### src/rtl/encode_scan.sv
// Sequential bit-scan encoder: emits the index of every set bit of an accepted vector, one per beat.
// Define ENCODE_SCAN_MSB_FIRST_EN to scan from the highest set bit down instead of LSB-first.
module encode_scan #(
  parameter int N = 8,
  parameter int W = $clog2(N)
) (
  input  logic         clk,
  input  logic         rst,
  input  logic         en,
  input  logic         in_valid,
  output logic         in_ready,
  input  logic [N-1:0] in,
  output logic         out_valid,
  input  logic         out_ready,
  output logic [W-1:0] out,
  output logic         out_last,
  output logic         zero
);

  typedef enum logic {IDLE = 1'b0, SCAN = 1'b1} state_t;

  localparam logic [N-1:0] ONE = {{(N-1){1'b0}}, 1'b1};

  state_t         state, state_nxt;
  logic [N-1:0]   pend, pend_nxt;
  logic           zero_nxt;
  logic [W-1:0]   idx;
  logic [N-1:0]   clr;
  logic           single;
  logic           accept;
  logic           beat;

  // Index of the bit serviced next; the last matching iteration wins.
  function automatic logic [W-1:0] next_idx(input logic [N-1:0] p);
    logic [W-1:0] r;
    r = '0;
`ifdef ENCODE_SCAN_MSB_FIRST_EN
    for (int i = 0; i < N; i++)
      if (p[i]) r = W'(i);
`else
    for (int i = N - 1; i >= 0; i--)
      if (p[i]) r = W'(i);
`endif
    return r;
  endfunction

  always_comb begin
    idx    = next_idx(pend);
    single = ((pend & (pend - ONE)) == '0);
    clr    = '0;
    for (int i = 0; i < N; i++)
      clr[i] = (W'(i) == idx);
  end

  // State and pending-vector register
  always_ff @(posedge clk) begin
    if (rst) begin
      state <= IDLE;
      pend  <= '0;
      zero  <= 1'b0;
    end else begin
      state <= state_nxt;
      pend  <= pend_nxt;
      zero  <= zero_nxt;
    end
  end

  // Next state: retire the current bit, then a same-cycle accept overrides
  always_comb begin
    state_nxt = state;
    pend_nxt  = pend;
    zero_nxt  = 1'b0;
    if (beat) begin
      pend_nxt = pend & ~clr;
      if (out_last) state_nxt = IDLE;
    end
    if (accept) begin
      if (|in) begin
        pend_nxt  = in;
        state_nxt = SCAN;
      end else begin
        zero_nxt = 1'b1;
      end
    end
  end

  // Outputs; in_ready sees out_ready combinationally for bubble-free back-to-back vectors
  always_comb begin
    out_valid = en && (state == SCAN);
    out       = out_valid ? idx : '0;
    out_last  = out_valid && single;
    in_ready  = en && ((state == IDLE) || (out_valid && out_ready && out_last));
    accept    = in_valid && in_ready;
    beat      = out_valid && out_ready;
  end

endmodule

### config.mk
export PLATFORM = sky130hd
export DESIGN_NAME = encode_scan
export DESIGN_NICKNAME = d
export VERILOG_FILES = /design/src/rtl/encode_scan.sv
export SDC_FILE = /design/constraint.sdc
export NUM_CORES = 1
export LEC_CHECK = 0
export ABC_AREA = 1
export BUFFER_PORTS_ARGS = -buffer_cell sky130_fd_sc_hd__clkbuf_2
export CAP_MARGIN = 0
export CORE_MARGIN = 2
export CORE_UTILIZATION = 51
export DETAILED_ROUTE_END_ITERATION = 6
export GPL_TIMING_DRIVEN = 0
export PLACE_DENSITY = 0.76
export SYNTH_ARGS = -nofsm -noshare
export SYNTH_HDL_FRONTEND = slang
export SYNTH_SLANG_ARGS = --single-unit
export TNS_END_PERCENT = 100
### constraint.sdc
create_clock -name clk -period 1.8 [get_ports clk]
set_clock_uncertainty 0.2 [all_clocks]
set_input_delay 0.09 -clock clk [delete_from_list [all_inputs] [get_ports clk]]
set_output_delay 0.09 -clock clk [all_outputs]
set_load 0.1 [all_outputs]
==> impl_metrics.py <==
metrics = {
    "run_status": {
        "status": "finished with violations",
        "violations": "hold timing, setup timing",
    },
    "logic_synthesis": {
        "synth-compound-area-share_pct": 13.3,
        "netlist_top_cells_area": "dfxtp_1 25%, nand2_1 17%, inv_1 10%",
        "muxShareOfSynthArea_pct": 0,
        "ys_types": 21,
        "synthXorXnorAreaFrac_pct": 0,
        "synth.top_cell.area_share_pct": 24.7,
        "syn_area_per_cell_um2": 6.28,
        "synth.largest_area_cell": "dfxtp_1",
        "synth_cells": 129,
        "synth_nets": 142,
        "yosys_warnings": 0,
        "yosys.area_share.simple_pct": 49.9,
        "synth-seq-cells": 10,
        "synth_area_um2": 810,
        "synthAdderAreaFrac_pct": 0,
        "synth_seq_area_share_pct": 24.7,
        "synth_top_family_by_area": "simple AND/OR/NAND/NOR gates",
    },
    "power": {
        "power_density_nw_per_um2": 563,
        "peakVddDrop_mv": 0.688,
        "p_total_uw": 743,
        "p_leak_uw": 0.000588,
    },
    "critical_path": {
        "rr_startpoint": "pend[0]",
        "cp_max_fo": 4,
        "crit_type": "reg -> out",
        "crit_path_start": "pend[0]",
        "required_ps": 1510,
        "arrival_ps": 1660,
        "start_kind": "register",
        "cp-end-kind": "output port",
    },
    "sta": {
        "min_period_over_period_pct": 109,
        "timing.hold.ws_ps": -0.491,
        "relSlewSlack_pct": 64.4,
        "hold_viol": 1,
        "setup_ws_ps": -154,
        "drv_slew": 0,
        "maxClockFrequency_ghz": 0.512,
        "finalSetupViolations": 9,
        "worst_pin_slew_ps": 537,
        "fin_crit_ps": 1950,
        "rsz0062_at_grt": "yes",
    },
    "final_layout": {
        "drive_above_1_share_pct": 44.3,
        "finalInstanceArea_um2": 1320,
        "final_nets": 181,
        "area_growth_pct": 63.1,
        "utilization_pct": 88.7,
        "final_common_cell": "nand2_1",
        "final_cell_mix": "31 x nand2_1, 22 x inv_1, 13 x clkbuf_2",
        "diodes": 0,
    },
    "clock_network": {
        "cts_max_level": 1,
        "cts_made_buffers": 3,
        "clk_pin_slew_ps": 60,
        "cts_tree": "done",
        "clk-insertion-delay-late_ps": 270,
        "cts_sinks": 10,
        "clockBufferDepth": 2,
        "cts-root-buf": "clkbuf_4",
    },
    "detailed_routing": {
        "drt-pass1-iter-count": 4,
        "routedWlPerCell_um": 13.7,
        "viasPerCell": 5.31,
        "wl_met2_um": 1390,
        "via_count": 971,
        "drc": 0,
        "routed_wl_um": 2510,
        "top_layer": "met4",
        "met1_length_um": 966,
        "wl_met3_um": 87,
        "ant_nets": 0,
        "first_iter_violations": 17,
    },
    "floorplanning": {
        "fp.dieH_um": 43.8,
        "die_x_um": 43.8,
        "die_area_um2": 1920,
        "rows": 14,
        "start_util_pct": 54.4,
        "io_pins": 20,
        "core_area_um2": 1490,
    },
    "placement": {
        "io_buffers": 18,
        "gp_congestion": 0.804,
        "placed_area_um2": 1010,
        "hpwl_um": 1540,
    },
    "run": {
        "cap_violations": 0,
    },
    "min_path": {
        "hp-start": "in[2]",
        "hold_path_class": "in -> reg",
    },
    "global_route": {
        "grt_use_total_pct": 29.4,
        "first_global_vias": 946,
        "grt_max_degree": 9,
        "grt_first_pass_wirelength_um": 4060,
        "grt_overflow": 0,
        "antenna_found_initial": 0,
    },
}
[routing by layer]
metal / vias to the layer above / track usage [%]
met5: - / 0
met4: 0 / 15.2
met3: 10 / 4.58
met2: 34 / 55.3
met1: 441 / 30.6
li1: 486 / -
[path summary, 6_finish.rpt]
check / to / slack (ps) / cells after the start
worst max-delay path: in_ready / -150 / 8
worst min-delay path: pend[2] / -0.5 / 5
worst min register to register: pend[7] / 400 / 4
worst max register to register: pend[7] / -30 / 10
[cells in the mapped netlist]
cell type,count
o21ai_1,4
o21ai_0,4
nor2_2,3
nand4_4,2
dfxtp_1,10
nand2_1,36
nor4_1,1
a21boi_0,1
nor2_4,3
a211oi_2,1
nor3_1,2
nand2_2,1
nand3_2,2
inv_1,22
a21oi_1,8
nand2_4,3
a21boi_1,1
nor2_1,16
buf_4,1
nand4_1,6
inv_2,2
[where the power goes]
group          switching (uW)  leakage, uW  total, uW  internal (uW)
clock                    80.9    0.0000210        204            123
sequential               20.8    0.0000861        253            233
combinational             171     0.000481        285            114
[worst max-delay path: stages, from the launching register on]
cell and delay (ps):
dfxtp_2 330, nor2_4 170, nand2_4 90, nor2_4 80
nor2_2 50, nor2_2 130, nand3_2 130, a21boi_4 190
clkbuf_16 220
[sequential cells by signal, indices dropped and copies added (netlist names)]
name / cells
pend: 8
state: 1
zero: 1
[layout make-up]
class | count | area [um^2]
Buffer | 1 | 7.51
Clock buffer | 4 | 36.3
Fill cell | 77 | 169
Inverter | 24 | 103
Multi-Input combinational cell | 94 | 628
Sequential cell | 10 | 216
Tap cell | 16 | 20.0
Timing Repair Buffer | 34 | 309
[metrics by stage]
stage                     TNS [ps]  setup WS, ps  instances
final                         -350          -154        183
after global routing         -1380          -211        183
after CTS                     -187          -144        181
after detailed placement      -359          -223        163
after global placement        -137          -137        163
after floorplan              -1730          -479        129
[cell families after synthesis]
logic type,count (synthesis)
compound gates,19
buf+inv,25
flops,10
simple gates,75
[repair_timing]
item,4_1_cts,5_1_grt
cloned,0,0
setup endpoints to repair,14,15
pin swaps,9,7
hold buffers,8,0
endpoints found under the hold margin,9,0
setup buffers,6,2
resized for setup,19,19
Power figures use the tool's default switching activity.
